### src/rtl/mult_share_pkg.sv
// Shared types and defaults for the multiplier-sharing scheduler.
// Holds the default widths, the id-width helper and the result FIFO entry layout.
package mult_share_pkg;

  localparam int W1_DEF         = 8;
  localparam int W2_DEF         = 8;
  localparam int NREQ_DEF       = 4;
  localparam int MUL_LAT_DEF    = 2;
  localparam int FIFO_DEPTH_DEF = 4;

  function automatic int idw(input int n);
    return (n < 2) ? 1 : $clog2(n);
  endfunction

  localparam int IDW_DEF = idw(NREQ_DEF);

  typedef struct packed {
    logic [IDW_DEF-1:0]       id;
    logic [W1_DEF+W2_DEF-1:0] sum;
  } fifo_entry_t;

endpackage

### src/rtl/mult_share_fifo.sv
// Synchronous result FIFO with occupancy count; the caller never pushes when full
// nor pops when empty.
module mult_share_fifo #(
  parameter int DW    = 18,
  parameter int DEPTH = 4
) (
  input  logic                       sys_clk,
  input  logic                       sys_rst,
  input  logic                       push,
  input  logic [DW-1:0]              wr_data,
  input  logic                       pop,
  output logic [DW-1:0]              rd_data,
  output logic [$clog2(DEPTH):0]     count
);

  localparam int AW = $clog2(DEPTH);
  localparam int CW = AW + 1;

  logic [DW-1:0] mem [DEPTH];
  logic [AW-1:0] wr_ptr;
  logic [AW-1:0] rd_ptr;

  always_ff @(posedge sys_clk) begin
    if (sys_rst) begin
      wr_ptr <= '0;
      rd_ptr <= '0;
      count  <= '0;
    end else begin
      if (push) begin
        mem[wr_ptr] <= wr_data;
        wr_ptr      <= wr_ptr + AW'(1);
      end
      if (pop) rd_ptr <= rd_ptr + AW'(1);
      case ({push, pop})
        2'b10:   count <= count + CW'(1);
        2'b01:   count <= count - CW'(1);
        default: count <= count;
      endcase
    end
  end

  assign rd_data = mem[rd_ptr];

endmodule

### src/rtl/mult_share_sched.sv
// Round-robin sharing of one pipelined multiplier among NREQ requesters, with a
// tag pipe tracking in-flight ops and a credit-guarded result FIFO.
module mult_share_sched
  import mult_share_pkg::*;
#(
  parameter int W1         = W1_DEF,
  parameter int W2         = W2_DEF,
  parameter int NREQ       = NREQ_DEF,
  parameter int MUL_LAT    = MUL_LAT_DEF,
  parameter int FIFO_DEPTH = FIFO_DEPTH_DEF,
  parameter int IDW        = idw(NREQ)
) (
  input  logic                 sys_clk,
  input  logic                 sys_rst,
  input  logic [NREQ-1:0]      req_valid,
  output logic [NREQ-1:0]      req_ready,
  input  logic [NREQ*W1-1:0]   req_a,
  input  logic [NREQ*W2-1:0]   req_b,
  output logic [W1-1:0]        mul_a,
  output logic [W2-1:0]        mul_b,
  output logic                 mul_en,
  input  logic [W1+W2-1:0]     mul_sum,
  output logic                 rsp_valid,
  input  logic                 rsp_ready,
  output logic [IDW-1:0]       rsp_id,
  output logic [W1+W2-1:0]     rsp_sum,
  output logic                 busy
);

  localparam int SW = W1 + W2;
  localparam int CW = $clog2(FIFO_DEPTH) + 1;

  typedef struct packed {
    logic [IDW-1:0] id;
    logic [SW-1:0]  sum;
  } entry_t;

  // Handshakes: a transfer happens in any cycle where valid && ready are both high.
  // Ready may look at valid; valid must never look at ready. Credit uses only
  // registered counts, so rsp_ready has no combinational path to req_ready.
  logic [IDW-1:0]   ptr;
  logic [MUL_LAT-1:0] tag_vld;
  logic [IDW-1:0]   tag_id [MUL_LAT];
  logic [CW-1:0]    fifo_count;
  int               inflight;
  int               idx;
  logic             credit_ok;
  logic             grant;
  logic [IDW-1:0]   grant_id;
  logic             push;
  logic             pop;
  entry_t           wr_entry;
  entry_t           head;

  always_comb begin
    inflight = 0;
    for (int i = 0; i < MUL_LAT; i++) inflight = inflight + {31'b0, tag_vld[i]};
  end

  assign credit_ok = (int'(fifo_count) + inflight) < FIFO_DEPTH;

  always_comb begin
    grant    = 1'b0;
    grant_id = '0;
    idx      = 0;
    if (!sys_rst && credit_ok) begin
      for (int k = 0; k < NREQ; k++) begin
        idx = (int'(ptr) + k) % NREQ;
        if (!grant && req_valid[IDW'(idx)]) begin
          grant    = 1'b1;
          grant_id = IDW'(idx);
        end
      end
    end
  end

  always_comb begin
    req_ready = '0;
    mul_a     = '0;
    mul_b     = '0;
    if (grant) begin
      req_ready[grant_id] = 1'b1;
      mul_a = req_a[int'(grant_id)*W1 +: W1];
      mul_b = req_b[int'(grant_id)*W2 +: W2];
    end
  end

  // Holding en low is what clears the multiplier, so only reset may drop it.
  assign mul_en = !sys_rst;

  always_ff @(posedge sys_clk) begin
    if (sys_rst) begin
      ptr     <= '0;
      tag_vld <= '0;
      for (int i = 0; i < MUL_LAT; i++) tag_id[i] <= '0;
    end else begin
      tag_vld[0] <= grant;
      tag_id[0]  <= grant_id;
      for (int i = 1; i < MUL_LAT; i++) begin
        tag_vld[i] <= tag_vld[i-1];
        tag_id[i]  <= tag_id[i-1];
      end
      if (grant) ptr <= (grant_id == IDW'(NREQ - 1)) ? '0 : grant_id + IDW'(1);
    end
  end

  assign push     = tag_vld[MUL_LAT-1];
  assign wr_entry = '{id: tag_id[MUL_LAT-1], sum: mul_sum};
  assign pop      = rsp_valid && rsp_ready;

  mult_share_fifo #(
    .DW    (IDW + SW),
    .DEPTH (FIFO_DEPTH)
  ) u_fifo (
    .sys_clk (sys_clk),
    .sys_rst (sys_rst),
    .push    (push),
    .wr_data (wr_entry),
    .pop     (pop),
    .rd_data (head),
    .count   (fifo_count)
  );

  assign rsp_valid = fifo_count != '0;
  assign rsp_id    = head.id;
  assign rsp_sum   = head.sum;
  assign busy      = (|tag_vld) || rsp_valid;

endmodule
### config.mk
export PLATFORM = sky130hd
export DESIGN_NAME = mult_share_sched
export DESIGN_NICKNAME = d
export VERILOG_FILES = /design/src/rtl/mult_share_pkg.sv /design/src/rtl/mult_share_fifo.sv /design/src/rtl/mult_share_sched.sv
export SDC_FILE = /design/constraint.sdc
export NUM_CORES = 1
export LEC_CHECK = 0
export BUFFER_PORTS_ARGS = -buffer_cell sky130_fd_sc_hd__buf_2
export CAP_MARGIN = 5
export CELL_PAD_IN_SITES_DETAIL_PLACEMENT = 2
export CELL_PAD_IN_SITES_GLOBAL_PLACEMENT = 2
export CORE_AREA = 2 2 88 153
export CTS_BUF_LIST = sky130_fd_sc_hd__clkbuf_4
export CTS_CLUSTER_DIAMETER = 120
export CTS_CLUSTER_SIZE = 30
export DETAILED_ROUTE_END_ITERATION = 12
export DIE_AREA = 0 0 90 155
export PLACE_DENSITY = 0.86
export SLEW_MARGIN = 20
export SYNTH_ARGS = -nofsm -noshare
export SYNTH_HDL_FRONTEND = slang
export SYNTH_SLANG_ARGS = --single-unit
### constraint.sdc
create_clock -name sys_clk -period 1.95 [get_ports sys_clk]
set_clock_uncertainty 0.05 [all_clocks]
set_input_delay 0.39 -clock sys_clk [delete_from_list [all_inputs] [get_ports sys_clk]]
set_output_delay 0.39 -clock sys_clk [all_outputs]
set_load 0.02 [all_outputs]
# --- After elaboration in Yosys (flattened, before gate mapping) ---
# Memory sizes are Yosys's and may differ from the RTL's. A register that Yosys moved wholly into a read port is not among the register bits.
# Index checks and enable logic that the tools add are counted.
totals:
  reg_bits: 11
  ramBits: 76
  out_inout_bits: 41
  n_memories: 2
memory_table:
  columns: ["memory", "depth", "word_bits", "rd", "rd_clocked_by_memory_dff", "wr", "line", "source"]
  rows:
  - ["u_fifo.mem", 4, 18, 1, 1, 1, "mult_share_fifo.sv:19", "logic [DW-1:0] mem [DEPTH];"]
  - ["tag_id", 2, 2, 2, 0, 2, "mult_share_sched.sv:43", "logic [IDW-1:0] tag_id [MUL_LAT];"]
classes:
  add_sub_neg: 10
  n_lt_le_gt_ge: 7
  eq_ne: 3
  shifts: 2
  muxes: 42
  n_bitwise: 2
  n_reduce_logical: 14
op_table:
  columns: ["op", "n"]
  rows:
  - ["32-bit by 6-bit indexed part select with 8-bit output", 2]
  - ["1-bit two-way mux", 23]
  - ["2-bit two-way mux", 10]
  - ["2-bit by 4-bit less-than comparator with 1-bit output, second input constant", 4]
  - ["8-bit two-way mux", 2]
  - ["2-bit by 1-bit adder with 2-bit output, second input constant", 4]
  - ["1-bit binary-select mux with 2-bit select", 4]
  - ["1-bit logical AND", 6]
  - ["3-bit one-hot mux with 2 select lines", 1]
  - ["2-bit adder, second input constant", 2]
  - ["3-bit by 2-bit adder with 4-bit output", 1]
  - ["2-bit == test, second input constant", 2]
  - ["1-bit logical NOT", 4]
  - ["4-bit by 3-bit less-than comparator with 1-bit output, second input constant", 1]
  - ["4-bit two-way mux", 1]
  - ["3-bit by 1-bit adder with 3-bit output, second input constant", 1]
  - ["2-bit by 3-bit less-than comparator with 1-bit output, second input constant", 1]
  - ["3-bit nonzero test", 1]
  - ["3-bit by 1-bit subtractor with 3-bit output, second input constant", 1]
  - ["1-bit by 1-bit adder with 2-bit output", 1]
  - ["1-bit demux with 2-bit select", 1]
  - ["2-bit by 1-bit == test with 1-bit output, second input constant", 1]
  - ["2-bit by 1-bit >= comparator with 1-bit output, second input constant", 1]
  - ["1-bit bitwise OR", 2]
  - ["3 further kinds", 3]

# --- Depth between registers and ports, before layout ---
logic_depth:
  word_depth: 22
  mapped_depth: 10

# --- Hierarchy ---
# From an unflattened synthesis, not the netlist that was laid out.
unflattened:
  cells_unflattened: 242
  area_unflattened_um2: 4066.4
by_module_without_submodules:
  columns: ["module", "n_inst", "cells_each", "area_per_inst_um2", "seq_area_each_um2"]
  rows:
  - ["mult_share_fifo", 1, 136, 3055.4, 2342.2]
  - ["mult_share_sched", 1, 106, 1011.0, 160.2]

# --- Worst setup path before layout ---
# OpenSTA, ideal clock, no wires.
synth_timing:
  path_kind: "in2out"
  startpoint: "in req_valid[0]"
  endpoint: "out mul_a[0]"
  t_arrival_ns: 1.831
  t_required_ns: 1.510
  setup_slack_ns: -0.321
  cell_stages: 8
  cell_sequence: "nor2b_2 -> nor4b_4 -> nor2_4 -> nor2_4 -> inv_6 -> buf_12 -> mux2i_1 -> o22ai_1"
synth_via:
  elab_chain_len: 19
  word_cells_on_any_way: 33
  cone_classes: "shift (1); mux (26); reduce/logical (6)"
synth_lines:
  columns: ["element", "line", "source"]
  rows:
  - ["start, declared", "mult_share_sched.sv:15", "input logic [NREQ-1:0] req_valid,"]
  - ["1-bit binary-select mux with 2-bit select", "mult_share_sched.sv:69", "if (!grant && req_valid[IDW'(idx)]) begin"]
  - ["1-bit two-way mux (implied by the code) (2 in series)", "mult_share_sched.sv:69", null]
  - ["1-bit two-way mux", "mult_share_sched.sv:69", null]
  - ["1-bit two-way mux", "mult_share_sched.sv:66", "if (!sys_rst && credit_ok) begin"]
  - ["1-bit logical NOT", "mult_share_sched.sv:69", null]
  - ["1-bit logical AND", "mult_share_sched.sv:69", null]
  - ["1-bit two-way mux", "mult_share_sched.sv:69", null]
  - ["1-bit two-way mux", "mult_share_sched.sv:66", null]
  - ["(+3 left out)", null, null]
  - ["1-bit two-way mux", "mult_share_sched.sv:66", null]
  - ["1-bit logical NOT", "mult_share_sched.sv:69", null]
  - ["1-bit logical AND", "mult_share_sched.sv:69", null]
  - ["2-bit two-way mux (*)", "mult_share_sched.sv:69", null]
  - ["2-bit two-way mux (*)", "mult_share_sched.sv:66", null]
  - ["named net grant_id[0]", "mult_share_sched.sv:49", "logic [IDW-1:0] grant_id;"]
  - ["32-bit by 6-bit indexed part select with 8-bit output (*)", "mult_share_sched.sv:83", "mul_a = req_a[int'(grant_id)*W1 +: W1];"]
  - ["8-bit two-way mux (*)", "mult_share_sched.sv:81", "if (grant) begin"]
  - ["end, declared", "mult_share_sched.sv:19", "output logic [W1-1:0] mul_a,"]
# Mark *: on every way through the listed nets, which the timed path passes. The rest lies on a longest branch. The select of a mux whose other input is x is not followed.

# --- Worst setup path in the final report ---
layout_timing:
  startpoint: "reg ptr[0]"
  endpoint: "out mul_a[5]"
layout_via:
  elab_chain_len: 19
  word_cells_on_any_way: 36
  cone_classes: "add/sub (3); shift (1); mux (26); reduce/logical (6)"
layout_lines:
  columns: ["element", "line", "source"]
  rows:
  - ["start, declared", "mult_share_sched.sv:41", "logic [IDW-1:0] ptr;"]
  - ["start signal, assigned", "mult_share_sched.sv:103", "if (grant) ptr <= (grant_id == IDW'(NREQ - 1)) ? '0 : grant_id + IDW'(1);"]
  - ["1-bit binary-select mux with 2-bit select", "mult_share_sched.sv:69", null]
  - ["1-bit two-way mux (implied by the code) (2 in series)", "mult_share_sched.sv:69", null]
  - ["1-bit two-way mux", "mult_share_sched.sv:69", null]
  - ["1-bit two-way mux", "mult_share_sched.sv:66", null]
  - ["1-bit logical NOT", "mult_share_sched.sv:69", null]
  - ["1-bit logical AND", "mult_share_sched.sv:69", null]
  - ["1-bit two-way mux", "mult_share_sched.sv:69", null]
  - ["1-bit two-way mux", "mult_share_sched.sv:66", null]
  - ["(+3 left out)", null, null]
  - ["1-bit two-way mux", "mult_share_sched.sv:66", null]
  - ["1-bit logical NOT", "mult_share_sched.sv:69", null]
  - ["1-bit logical AND", "mult_share_sched.sv:69", null]
  - ["2-bit two-way mux (*)", "mult_share_sched.sv:69", null]
  - ["2-bit two-way mux (*)", "mult_share_sched.sv:66", null]
  - ["named net grant_id[0]", "mult_share_sched.sv:49", null]
  - ["32-bit by 6-bit indexed part select with 8-bit output (*)", "mult_share_sched.sv:83", null]
  - ["8-bit two-way mux (*)", "mult_share_sched.sv:81", null]
# Marks and branches as above.

==> impl_metrics.csv <==
group,metric,value,unit
yosys,synthesis.area,0.00398,sq mm
run_status,outcome,"finished with violations",
yosys,syn_inst,246,
detailed_routing,route.detailed.drc,0,
timing,maxSlewViolCount,0,
yosys,synth_nets,344,
timing,setup_viol_count_final,41,
clocking,cts.clk_slew.worst_paths,0.14,ns
detailed_routing,antenna_left,0,
worst_hold_path,min-delay-start,"mul_sum[1]",
place,post-place-ws,-0.389,ns
clocking,cts_max_level,3,
timing,tightest_slew,0.318,ns
place,gp_congestion,0.699,
yosys,synth_seq_cells,89,
detailed_routing,routed_wl,12.2,mm
setup_path,cp_cell_sequence,"nor2b_4 -> nor4b_4 -> nor2_4 -> nor2_4 -> buf_12 -> inv_12 -> mux2i_1 -> o22ai_1 -> buf_4",
timing,final_hold_viol_count,0,
setup_path,rr_worst_depth,9,
timing,fmax,0.375,GHz
setup_path,rr_startpoint,"u_fifo.count[0]",
yosys,synth.lib_cells_used.distinct,34,
floorplan,rows,55,
power,ir_worst_vdd,607,uV
yosys,ys_seq_area_share,62.9,%
cells_and_area,register_area,0.00251,sq mm
clocking,worstSkewPairLatency,0.42,ns
setup_path,slowest_stage,"dfxtp_4",
cells_and_area,instances_no_fill,587,
floorplan,die_area,0.0140,sq mm
clocking,cts.sinks,89,
place,placed_cells,559,
detailed_routing,vias,2840,
setup_path,crit_top_cell,"nor2_4",
timing,fin_crit_sh,137,%
floorplan,dieHeight,155,um
clocking,cts_tree,"yes",
detailed_routing,first_pass_iters,4,
yosys,avgSynthCellArea,16.2,sq um
setup_path,end_kind,"output port",
setup_path,setup.worst_path.start_class,"flip-flop",
cells_and_area,multi_input_area,0.00181,sq mm
setup_path,path_class,"flip-flop to output port",
floorplan,start_util,31.1,%
power,power_per_cell_area,1160,mW/mm^2
setup_path,critPathMaxStageDelay,0.41,ns
worst_hold_path,min_path_type,"input port to flip-flop",
clocking,cts_made_buffers,9,
setup_path,arrival,2.23,ns
run_status,violations,"negative setup slack",
power,p_total,7080,uW
worst_hold_path,hold_depth,1,
setup_path,crit_fanout,8,
worst_hold_path,min_delay_worst_endpoint,"u_fifo.mem[1][1]",
grt,track_usage,18.1,%
detailed_routing,via_per_inst,4.84,
setup_path,cp_top_family,"simple AND/OR/NAND/NOR gates",
timing,rsz0062_at_grt,"true",
cells_and_area,fin_nets,509,
grt,grt_pass1_vias,3403,
flow_run,max-cap-violations,0,
floorplan,dieWidth,90,um
floorplan,num_io_pins,128,
cells_and_area,fillers,1243,
cells_and_area,area_delta_synth_final,53.7,%
detailed_routing,drt_iter0_markers,52,
timing,period_minus_slack,2.67,ns
place,dp_hpwl,8.30,mm
detailed_routing,wire_per_inst,20.7,um
timing,max_slew_margin,78.2,%
grt,grt.overflow.total,0,
grt,grt_max_degree,19,
place,port_buffers,127,
clocking,clk_path_buf_depth,2,
setup_path,cp_num_buf_inv,3,
yosys,ys.warnings.count,0,
timing,postLayoutSetupSlackWorst,-0.716,ns
cells_and_area,drive_gt1_share,63.5,%
setup_path,rr_endpoint,"u_fifo.count[2]",
setup_path,rrSetupSlack,-0.06,ns
grt,grt_antenna_before_repair,0,
floorplan,core_area,0.0128,sq mm
power,leakage,0.00235,uW
cells_and_area,n_antenna_cell,0,
clocking,clock-root-buffer,"clkbuf_4",
setup_path,worstPathRequired,1.51,ns
grt,grt_pass1_wl,19.2,mm
-- synthesized netlist by cell type (all sizes together) --
| library cell | count | share of area, % |
|---|---|---|
| a211oi | 1 | 0.19 |
| a21oi | 5 | 0.72 |
| and2 | 5 | 0.79 |
| and3 | 4 | 0.63 |
| buf | 8 | 1.4 |
| clkbuf | 3 | 0.38 |
| dfxtp | 17 | 8.6 |
| edfxtp | 72 | 54 |
| fa | 1 | 0.50 |
| ha | 10 | 3.1 |
| inv | 10 | 1.1 |
| mux2i | 33 | 8.3 |
| mux4 | 18 | 10 |
| nand2 | 5 | 0.47 |
| nor2 | 16 | 2.0 |
| nor2b | 7 | 1.4 |
| nor4 | 1 | 0.53 |
| nor4b | 1 | 0.60 |
| o21ai | 3 | 0.47 |
| o21bai | 1 | 0.19 |
| o22ai | 16 | 2.5 |
| or2 | 1 | 0.16 |
| or3 | 3 | 0.47 |
| xnor2 | 2 | 0.44 |
| xor2 | 3 | 0.66 |
-- stage by stage --
stage | cell area, sq um | setup TNS, ns | hold WS (ns) | utilization (%)
5_1_grt | 6110 | -20.11 | 0.0929 | 47.8
3_3_place_gp | 5280 | -5.93 | 0.387 | 41.3
3_5_place_dp | 5280 | -7.33 | 0.397 | 41.3
6_report | 6110 | -16.47 | 0.132 | 47.8
4_1_cts | 6030 | -19.39 | 0.0914 | 47.1
2_1_floorplan | 4230 | -3.87 | 0.364 | -
-- state kept, by name (all words and copies together), names as in the netlist, named ones only --
register / flops
u_fifo.mem: 72
tag_id: 4
ptr: 2
u_fifo.rd_ptr: 2
u_fifo.wr_ptr: 2
u_fifo.count: 3
tag_vld: 2
-- layout by cell type (no fill, tap or decap), drive strengths merged, types with 7 or more instances in the layout --
master  synthesis  layout
buf             8     163
edfxtp         72      72
mux2i          33      33
mux4           18      18
dfxtp          17      17
nor2           16      16
o22ai          16      16
inv            10      12
clkbuf          3      10
ha             10      10
nor2b           7       7
-- metal layers --
metal	track usage, %	vias up	wire (um)
met3	4.21	22	746
met2	37.5	134	7400
met1	16.7	1403	3720
li1	-	1281	-
met5	0	-	0
met4	6.08	0	312
-- cell families (layout without fill, tap and decap cells) --
group	Yosys count	count (layout)	synth area share, %
AO/OA/AOI/OAI	26	26	4.09
flip-flops	89	89	62.9
multiplexers	51	51	18.5
AND/OR/NAND/NOR	43	43	6.95
XOR/XNOR	5	5	1.10
adder cells (fa/ha/maj)	11	11	3.65
buffers and inverters	21	191	2.80
-- power by group --
part           switching (uW)  internal [uW]  leakage (uW)  total [uW]
combinational            1700           1910       0.00147        3610
clock                     613            538     0.0000828        1150
sequential                122           2200      0.000794        2320
total                    2440           4650       0.00235        7080
-- layout make-up --
cell class,count,share of cell area [%]
sequential,89,41.1
inverter,10,0.860
timing repair buffer,163,21.7
tap,171,3.50
clock inverter,6,1.51
timing repair inverter,2,0.450
multi-input combinational,136,29.6
clock buffer,10,1.23
-- timing repair --
item / in CTS / in global routing
buffers inserted: 8 / 4
hold buffers: 0 / 0
cloned: 5 / 0
resized for setup: 110 / 37
pin swaps: 9 / 6
endpoints found under the hold margin: 0 / 0
setup endpoints to repair: 42 / 43
-- worst max path at each step --
| stage | end | start | cells past startpoint |
|---|---|---|---|
| 6_report | mul_a[5] | ptr[0] | 9 |
| 5_1_grt | mul_a[5] | u_fifo.count[0] | 9 |
| 4_1_cts | mul_a[4] | ptr[0] | 9 |
| 3_5_place_dp | mul_b[3] | req_valid[2] | 9 |
| 3_3_place_gp | mul_b[2] | req_valid[2] | 9 |
| 2_1_floorplan | req_ready[2] | u_fifo.count[0] | 9 |
-- worst reg2reg max path, cell delays in order, from the launching register on --
cell and delay [ns]:
dfxtp_2 0.36, buf_6 0.12, or3_4 0.34, and2_4 0.16, ha_4 0.16, inv_2 0.06
fa_2 0.20, xor2_1 0.08, or3_1 0.32, a21oi_1 0.13
No activity file was read; power rests on OpenSTA's default activity.
